$ cat config.mk
export PLATFORM = sky130hd
export DESIGN_NAME = cam_stream_gen_flat
export DESIGN_NICKNAME = d
export VERILOG_FILES = /design/src/rtl/cam_stream_gen_if.sv /design/src/rtl/cam_stream_gen.sv /design/src/flat_wrapper.sv
export SDC_FILE = /design/constraint.sdc
export NUM_CORES = 1
export LEC_CHECK = 0
export BUFFER_PORTS_ARGS = -buffer_cell sky130_fd_sc_hd__buf_2
export CORE_MARGIN = 2
export CORE_UTILIZATION = 29
export CTS_CLUSTER_SIZE = 40
export DETAILED_ROUTE_END_ITERATION = 16
export PLACE_DENSITY = 0.47
export REMOVE_ABC_BUFFERS = 1
export SYNTH_ARGS = -nofsm -noshare
export SYNTH_HDL_FRONTEND = slang
export SYNTH_SLANG_ARGS = --single-unit
$ cat constraint.sdc
create_clock -name CLK -period 5.5 [get_ports CLK]
set_input_delay 1.65 -clock CLK [delete_from_list [all_inputs] [get_ports CLK]]
set_output_delay 1.65 -clock CLK [all_outputs]
set_load 0.005 [all_outputs]
$ cat src/rtl/cam_stream_gen_if.sv
// Camera-side pin bundle of the OV7670-style stream: run enable in, PCLK/D/HREF/VSYNC out.
// The master modport is the generator; the slave modport is the capture path.
interface cam_stream_gen_if;
  logic       EN;
  logic       PCLK;
  logic [7:0] D;
  logic       HREF;
  logic       VSYNC;
  logic       FRAME_START;
  logic       BUSY;

  modport master (input EN, output PCLK, D, HREF, VSYNC, FRAME_START, BUSY);
  modport slave  (output EN, input PCLK, D, HREF, VSYNC, FRAME_START, BUSY);
endinterface

$ cat src/rtl/cam_stream_gen.sv
// OV7670-style QCIF colour-bar stream transmitter (PCLK = CLK/2, RGB565 bytes on D).
// Optional macro CAM_GEN_SCROLL_EN: bars shift left by one bar per frame.
module cam_stream_gen #(
  parameter int H_ACTIVE    = 176,
  parameter int H_BLANK     = 144,
  parameter int VSYNC_LINES = 3,
  parameter int V_BACK      = 17,
  parameter int V_ACTIVE    = 144,
  parameter int V_FRONT     = 10,
  parameter int BAR_W       = 22
) (
  input  logic CLK,
  input  logic RES,
  cam_stream_gen_if.master cam
);

  localparam int LINE  = 2 * H_ACTIVE + H_BLANK;
  localparam int COL_W = $clog2(LINE);
  localparam int ROW_W = $clog2(VSYNC_LINES + V_BACK + V_ACTIVE + V_FRONT + 1);
  localparam int PIX_W = (BAR_W > 1) ? $clog2(BAR_W) : 1;

  localparam logic [COL_W-1:0] COL_LAST  = COL_W'(LINE - 1);
  localparam logic [COL_W-1:0] ACT_BYTES = COL_W'(2 * H_ACTIVE);
  localparam logic [ROW_W-1:0] VS_LAST   = ROW_W'(VSYNC_LINES - 1);
  localparam logic [ROW_W-1:0] VB_LAST   = ROW_W'(V_BACK - 1);
  localparam logic [ROW_W-1:0] VA_LAST   = ROW_W'(V_ACTIVE - 1);
  localparam logic [ROW_W-1:0] VF_LAST   = ROW_W'(V_FRONT - 1);
  localparam logic [PIX_W-1:0] PIX_LAST  = PIX_W'(BAR_W - 1);

  typedef enum logic [2:0] {
    ST_IDLE, ST_VSYNC, ST_VBACK, ST_ACTIVE, ST_VFRONT
  } state_t;

  state_t           state_reg, state_next;
  logic [COL_W-1:0] col_reg, col_next;
  logic [ROW_W-1:0] row_reg, row_next;
  logic [ROW_W-1:0] seg_last;
  logic [2:0]       bar_reg;
  logic [PIX_W-1:0] pix_reg;
  logic [2:0]       start_bar;
  logic             pclk_reg;
  logic             frame_start_reg;
  logic             start_frame;
  logic             line_end;
  logic             seg_end;
  logic             tick;
  logic             href;
  logic [15:0]      rgb;
  logic [7:0]       d;

  function automatic logic [15:0] bar_color(input logic [2:0] idx);
    case (idx)
      3'd0:    bar_color = 16'hFFFF;
      3'd1:    bar_color = 16'hFFE0;
      3'd2:    bar_color = 16'h07FF;
      3'd3:    bar_color = 16'h07E0;
      3'd4:    bar_color = 16'hF81F;
      3'd5:    bar_color = 16'hF800;
      3'd6:    bar_color = 16'h001F;
      default: bar_color = 16'h0000;
    endcase
  endfunction

  // A tick is the CLK edge on which PCLK falls.
  assign tick     = pclk_reg;
  assign line_end = (col_reg == COL_LAST);
  assign seg_end  = line_end && (row_reg == seg_last);

`ifdef CAM_GEN_SCROLL_EN
  logic [2:0] frame_cnt_reg;

  always_ff @(posedge CLK or posedge RES) begin
    if (RES) begin
      frame_cnt_reg <= 3'd0;
    end else if (tick && start_frame) begin
      frame_cnt_reg <= frame_cnt_reg + 3'd1;
    end
  end

  // The counter has already advanced past the current frame by its first active line.
  assign start_bar = frame_cnt_reg - 3'd1;
`else
  assign start_bar = 3'd0;
`endif

  always_ff @(posedge CLK or posedge RES) begin
    if (RES) begin
      state_reg       <= ST_IDLE;
      col_reg         <= '0;
      row_reg         <= '0;
      pclk_reg        <= 1'b0;
      frame_start_reg <= 1'b0;
      bar_reg         <= 3'd0;
      pix_reg         <= '0;
    end else begin
      pclk_reg        <= ~pclk_reg;
      frame_start_reg <= tick && start_frame;
      if (tick) begin
        state_reg <= state_next;
        col_reg   <= col_next;
        row_reg   <= row_next;
        if (col_next == '0) begin
          bar_reg <= start_bar;
          pix_reg <= '0;
        end else if (href && col_reg[0]) begin
          if (pix_reg == PIX_LAST) begin
            pix_reg <= '0;
            bar_reg <= bar_reg + 3'd1;
          end else begin
            pix_reg <= pix_reg + 1'b1;
          end
        end
      end
    end
  end

  always_comb begin
    seg_last    = '0;
    state_next  = state_reg;
    col_next    = line_end ? '0 : col_reg + 1'b1;
    row_next    = line_end ? row_reg + 1'b1 : row_reg;
    start_frame = 1'b0;
    case (state_reg)
      ST_IDLE: begin
        col_next = '0;
        row_next = '0;
        if (cam.EN) begin
          state_next  = ST_VSYNC;
          start_frame = 1'b1;
        end
      end
      ST_VSYNC: begin
        seg_last = VS_LAST;
        if (seg_end) begin
          state_next = ST_VBACK;
          row_next   = '0;
        end
      end
      ST_VBACK: begin
        seg_last = VB_LAST;
        if (seg_end) begin
          state_next = ST_ACTIVE;
          row_next   = '0;
        end
      end
      ST_ACTIVE: begin
        seg_last = VA_LAST;
        if (seg_end) begin
          state_next = ST_VFRONT;
          row_next   = '0;
        end
      end
      ST_VFRONT: begin
        seg_last = VF_LAST;
        if (seg_end) begin
          row_next = '0;
          if (cam.EN) begin
            state_next  = ST_VSYNC;
            start_frame = 1'b1;
          end else begin
            state_next = ST_IDLE;
          end
        end
      end
      default: state_next = ST_IDLE;
    endcase
  end

  always_comb begin
    href = (state_reg == ST_ACTIVE) && (col_reg < ACT_BYTES);
    rgb  = bar_color(bar_reg);
    d    = 8'h00;
    if (href) begin
      d = col_reg[0] ? rgb[7:0] : rgb[15:8];
    end
  end

  assign cam.PCLK        = pclk_reg;
  assign cam.D           = d;
  assign cam.HREF        = href;
  assign cam.VSYNC       = (state_reg == ST_VSYNC);
  assign cam.FRAME_START = frame_start_reg;
  assign cam.BUSY        = (state_reg != ST_IDLE);

endmodule
$ cat src/flat_wrapper.sv
// flat-port wrapper written by rule: the top's interface ports become plain ports
module cam_stream_gen_flat 
#(
  parameter int H_ACTIVE    = 176,
  parameter int H_BLANK     = 144,
  parameter int VSYNC_LINES = 3,
  parameter int V_BACK      = 17,
  parameter int V_ACTIVE    = 144,
  parameter int V_FRONT     = 10,
  parameter int BAR_W       = 22
)
  (CLK, RES, cam_EN, cam_PCLK, cam_D, cam_HREF, cam_VSYNC, cam_FRAME_START, cam_BUSY);
  cam_stream_gen_if cam_i ();
  input  logic CLK;
  input  logic RES;
  input wire logic [$bits(cam_i.EN)-1:0] cam_EN;
  output wire logic [$bits(cam_i.PCLK)-1:0] cam_PCLK;
  output wire logic [$bits(cam_i.D)-1:0] cam_D;
  output wire logic [$bits(cam_i.HREF)-1:0] cam_HREF;
  output wire logic [$bits(cam_i.VSYNC)-1:0] cam_VSYNC;
  output wire logic [$bits(cam_i.FRAME_START)-1:0] cam_FRAME_START;
  output wire logic [$bits(cam_i.BUSY)-1:0] cam_BUSY;
  assign cam_i.EN = cam_EN;
  assign cam_PCLK = cam_i.PCLK;
  assign cam_D = cam_i.D;
  assign cam_HREF = cam_i.HREF;
  assign cam_VSYNC = cam_i.VSYNC;
  assign cam_FRAME_START = cam_i.FRAME_START;
  assign cam_BUSY = cam_i.BUSY;
  cam_stream_gen #(.H_ACTIVE(H_ACTIVE), .H_BLANK(H_BLANK), .VSYNC_LINES(VSYNC_LINES), .V_BACK(V_BACK), .V_ACTIVE(V_ACTIVE), .V_FRONT(V_FRONT), .BAR_W(BAR_W)) u_core (.CLK(CLK), .RES(RES), .cam(cam_i));
endmodule
Word level (Yosys, flattened, before mapping)
Cells that the tools add are included.

Register bits after elaboration: 30. Input port bits: 3. Output and inout bits: 13. Logic and storage cells: 70.

Add/sub/neg operators: 4. Magnitude comparators: 1. Eq/ne operators: 18. Multiplexer cells: 25. Bitwise logic cells: 1. Reductions and logical operators: 14.

Operator list (count): 16-bit case mux with 7 select lines (1); 8-bit two-way mux (4); 8-bit case mux with 4 select lines (1); 3-bit two-way mux (8); 9-bit two-way mux (2); 8-bit case mux with 2 select lines (1); 5-bit two-way mux (3); 3-bit case mux with 5 select lines (1); 3-bit by 2-bit == test with 1-bit output, second input constant (4); 3-bit == test, second input constant (4); 9-bit by 1-bit adder with 9-bit output, second input constant (1); 9-bit == test, second input constant (1); 9-bit logical NOT (1); 9-bit < comparator, second input constant (1); 8-bit by 1-bit adder with 8-bit output, second input constant (1); 8-bit == test (1); 2-bit by 1-bit inequality test with 1-bit output, second input constant (4); 3-bit by 1-bit == test with 1-bit output, second input constant (2); 3-bit logical NOT (2); 6-bit AND reduction (1); 5-bit by 1-bit adder with 5-bit output, second input constant (1); 5-bit == test, second input constant (1); 1-bit logical AND (4); 2-bit nonzero test (2); 9 further kinds (11).

Depth between registers and ports, before layout
Depth after elaboration: 7. Depth in mapped cells: 8. Mapped depth without buffers: 7.

Worst setup path before layout
No wires, ideal clock.

Path kind: register to output. Start: reg u_core.bar_reg[0]. End: out cam_D[6]. Arrival: 1523 ps. Required time: 3850 ps. Setup slack: 2327 ps. Stages on the path, launching flop included: 7. Path buffers: 1. Path through: dfrtp_1 -> ha_1 -> ha_1 -> a2111o_1 -> nand2_1 -> a31oi_1 -> buf_4.

Word-level cells in the longest chain between the ends: 4. Elaborated cells between the ends (all ways): 10. Those cells by class: 6 x eq/ne; 3 x mux; 1 x reduce/logical.

Ends and longest elaborated chain: start, declared (RTL line cam_stream_gen.sv:38) `logic [2:0] bar_reg;`; start signal, assigned (RTL line cam_stream_gen.sv:103) `bar_reg <= start_bar;`; start signal, assigned (RTL line cam_stream_gen.sv:108) `bar_reg <= bar_reg + 3'd1;`; 3-bit == test (tied with other cells) (RTL line cam_stream_gen.sv:52) `case (idx)`; 16-bit case mux with 7 select lines * (RTL line cam_stream_gen.sv:52); 8-bit two-way mux * (RTL line cam_stream_gen.sv:174) `d = col_reg[0] ? rgb[7:0] : rgb[15:8];`; 8-bit two-way mux * (RTL line cam_stream_gen.sv:173) `if (href) begin`; end, declared (RTL line flat_wrapper.sv:18) `output wire logic [$bits(cam_i.D)-1:0] cam_D;`.

Mark *: on every way between the ends. The rest lies on a longest branch, timed or not.

Worst setup path after layout
Start: reg u_core.state_reg[2]. End: out cam_D[7].

Word-level cells in the longest chain between the ends: 3.

Ends and longest elaborated chain: start, declared (RTL line cam_stream_gen.sv:34) `state_t state_reg, state_next;`; start signal, assigned (RTL line cam_stream_gen.sv:99) `state_reg <= state_next;`; 3-bit by 2-bit == test with 1-bit output (RTL line cam_stream_gen.sv:170) `href = (state_reg == ST_ACTIVE) && (col_reg < ACT_BYTES);`; 1-bit logical AND (RTL line cam_stream_gen.sv:170); 8-bit two-way mux (RTL line cam_stream_gen.sv:173).

No other way between the ends.

==> impl_table.tex <==
\begin{tabular}{lr}
\hline
Metric & Value \\
\hline
\multicolumn{2}{l}{\textbf{Status}} \\
Outcome & complete, no violations \\
\multicolumn{2}{l}{\textbf{Synth}} \\
Post-Syn Instances & 220 \\
Post-Syn Area & 0.00199 mm\^{}2 \\
Post-synth EDFFs & 0 \\
Register area share after synthesis & 37.7\% \\
Yosys warns & 0 \\
Number of distinct library cells after synthesis & just under 60 \\
Cell types occupying the most area after synthesis & dfrtp\_1 38\%, ha\_1 5.7\%, nor2\_1 4.1\%, nand2\_1 3.8\%, xnor2\_1 3.1\% \\
Proportion of synthesized flip-flops having asynchronous set or reset & 100\% \\
Most frequently used cell type in the post-synthesis netlist & dfrtp\_1 \\
Leading cell types by count after synthesis & 30 x dfrtp\_1, 22 x nor2\_1, 20 x nand2\_1, 12 x o21ai\_0 \\
Area leader, netlist & dfrtp\_1 \\
Area share of the largest cell type after synthesis & a little under two fifths \\
Yosys reg bits & 30 \\
Dominant register cell in the synthesized netlist & dfrtp\_1 \\
Mean post-synth cell area & around 9.1 um\^{}2 \\
\multicolumn{2}{l}{\textbf{Placed design}} \\
DPL Wire Length & just under 3000 um \\
Final weighted congestion in routability-driven placement & between 0.7 and 0.8 \\
Count of port buffers added during placement & 15 \\
Instance count after placement with tap cells included & 300 \\
Worst slack at placement & roughly 2.3 ns \\
Post-detailed-placement cell area & around 0.0021 mm\^{}2 \\
\multicolumn{2}{l}{\textbf{Setup path}} \\
Maximum fanout encountered on the critical timing path & 9 \\
CP max stage delay & $\sim$0.45 ns \\
Critical Path Start Type & register \\
Required time at the endpoint of the critical path & 3.85 ns \\
Worst path arrival time & around 1.9 ns \\
Crit-path slowest cell & dfrtp\_1 \\
Flop-to-flop setup slack & roughly 2.8 ns \\
Type of the setup path with the least slack & register to output pin \\
Critical path endpoint category & output pin \\
Cells along the critical path & nand3b\_2 > a21oi\_1 > o31ai\_1 > a31oi\_1 > buf\_2 \\
\multicolumn{2}{l}{\textbf{Layout}} \\
Max reg flops & 9 \\
Final non-filler cell area & about 0.0022 mm\^{}2 \\
Share of post-route cells with drive strength above 1 & between 15 and 20\% \\
Non-filler instance count after layout & roughly 300 \\
Layout net count & approximately 240 \\
Area added between synthesis and finish & 10.3\% \\
Ant diodes & 0 \\
\multicolumn{2}{l}{\textbf{Routing}} \\
Iter 0 DRT Violations & 48 \\
Via-per-instance ratio & 5.05 \\
Final ANT Viol Nets & 0 \\
Average wire length per cell after detail routing & about 13 um \\
DR vias & 1556 \\
DRC & 0 \\
Number of detailed-routing iterations run before antenna repair & 4 \\
WL final & slightly above 4000 um \\
\multicolumn{2}{l}{\textbf{STA}} \\
Final clock skew & 0.00823 ns \\
Post-Route Hold Slack & approximately 0.47 ns \\
Period utilisation layout & roughly 65\% \\
Maximum clock frequency & between 200 and 300 MHz \\
Pins Over Slew Limit & 0 \\
Worst Setup Slack, final & just under 2 ns \\
Post-layout min period & approximately 3.5 ns \\
RSZ-0062 raised after global routing & no \\
Slew of the pin with the lowest slew margin & 0.579 ns \\
Slew Limit Headroom & about 61\% \\
Sum of negative setup slack & 0 ns \\
Hold Violations, Final & 0 \\
Count of final setup violators & 0 \\
\multicolumn{2}{l}{\textbf{Clock network}} \\
Post-CTS clock slew at the launch and capture registers of the worst setup and hold paths & 0.06 ns \\
Count of buffers added by post-CTS timing repair for setup & 0 \\
Clock tree root driver cell & clkbuf\_8 \\
Sinks on Clock Net & 30 \\
Buffers from clock root to sink, at most & 2 \\
Clock tree from TritonCTS & yes \\
Hold buffer count at CTS & 0 \\
Number of CTS-inserted buffers & 5 \\
Post-cts gate resize count & 0 \\
Count of H-tree levels built during CTS & 2 \\
Clock insertion delay at the later pin of the skew report & $\sim$0.29 ns \\
\multicolumn{2}{l}{\textbf{Worst hold path}} \\
Hold WC Path Type & register to register \\
\multicolumn{2}{l}{\textbf{Pwr}} \\
Switching part of the total & 30.4\% \\
Power spent charging and discharging nets & between 150 and 200 uW \\
Clock group share of total power & between 30\% and 40\% \\
Design internal power & 412 uW \\
Leakage power & 0.000961 uW \\
Worst vdd rail ir drop & approximately 66 uV \\
Share of total power in combinational logic & 16.3\% \\
Pwr/cell area & between 200 and 300 mW/mm\^{}2 \\
Sequential share of power & a little under half \\
\multicolumn{2}{l}{\textbf{Global routing}} \\
Global-route wire length before repair & 7060 um \\
Global route total overflow & 0 \\
Number of global-route vias before repair & 1465 \\
Largest net degree at the start of global routing & 31 \\
Initial antenna violation count & 0 \\
GRT Total Usage & a little under an eighth \\
\multicolumn{2}{l}{\textbf{Die}} \\
Height of the die & slightly below 90 um \\
Area enclosed by the die boundary & roughly 0.0075 mm\^{}2 \\
Total I/O pin count & 16 \\
Horizontal extent of the die & $\sim$87 um \\
Floorplan Core Area & about 0.0067 mm\^{}2 \\
Standard-cell rows & 30 \\
Initial core utilization & 29.6\% \\
\multicolumn{2}{l}{\textbf{Job}} \\
Maximum capacitance violations & 0 \\
\hline
\end{tabular}
## layout by cell type, fill, tap and decap left out, types with 2 or more instances in the layout
master     instances
nor2_1            22
a21o_1             2
mux2i_1            3
ha_1               9
o22ai_1            3
nand4_1            5
nor2b_1            4
nand3_1            7
o31ai_1            4
and2_1             4
o2bb2ai_1          2
mux2_2             2
xnor2_1            7
dfrtp_1           30
nand2b_1           2
xor2_1             3
clkbuf_8           8
a21oi_1            7
a211o_1            2
a31oi_1            3
nor3_1             6
nor3_2             2
nand2_1           20
o21ai_0           12
and3_1             3
buf_2             15
or3_1              2
inv_1              9
## routing by layer
metal / global-route usage, % / vias to the layer above / routed length (um) / share of wire (%)
met5: 0 / - / 0 / 0
met4: 5.54 / 0 / 87 / 2.1
met3: 3.13 / 6 / 91 / 2.2
met2: 17.9 / 15 / 1900 / 46
met1: 16.2 / 739 / 2070 / 50
li1: - / 796 / - / -
## through the flow
step	util [%]	power (uW)
4_1_cts	32.7	602
5_1_grt	32.7	634
6_report	32.7	593
2_1_floorplan	-	360
3_5_place_dp	31.1	385
3_3_place_gp	31.1	386
## power groups by stage
| stage | registers (uW) | clock network [uW] | logic, uW |
|---|---|---|---|
| after floorplan | 277 | 0 | 83.3 |
| after global placement | 288 | 0 | 97.9 |
| after detailed placement | 287 | 0 | 98.1 |
| after CTS | 283 | 221 | 98.1 |
| after global routing | 287 | 230 | 117 |
| final | 284 | 212 | 96.5 |
## final timing paths
| path | from | endpoint | depth (start not counted) |
|---|---|---|---|
| max | u_core.state_reg[2] | cam_D[7] | 5 |
| min | u_core.pix_reg[4] | u_core.pix_reg[4] | 1 |
| max reg2reg | u_core.col_reg[0] | u_core.state_reg[0] | 7 |
| min reg2reg | u_core.pix_reg[4] | u_core.pix_reg[4] | 1 |
| max in group asynchronous | RES | u_core.cam.FRAME_START | 3 |
| min in group asynchronous | RES | u_core.col_reg[8] | 3 |
## cell type report
type	count	area (um^2)
Fill cell	684	4520
Inverter	9	33.8
Tap cell	80	100
Multi-Input combinational cell	165	1120
Clock buffer	8	110
Sequential cell	30	751
Timing Repair Buffer	16	82.6
## logic make-up (layout without fill, tap and decap cells)
logic type / Yosys count / after routing / synth area share (%)
AOI/OAI and AO/OA: 53 / 53 / 19.5
xor gates and xnor gates: 10 / 10 / 4.40
adders and majority gates: 9 / 9 / 5.65
buffers and inverters: 25 / 33 / 6.09
DFF: 30 / 30 / 37.7
muxes: 5 / 5 / 2.64
and+or+nand+nor: 88 / 88 / 24.0
## critical path, delay by kind of cell (launching register included)
family / cells / cell delay [ns]
and+or+nand+nor: 1 / 0.29
AOI/OAI and AO/OA: 3 / 0.71
DFF: 1 / 0.45
buffers and inverters: 1 / 0.16
No activity file was read; power rests on OpenSTA's default activity.
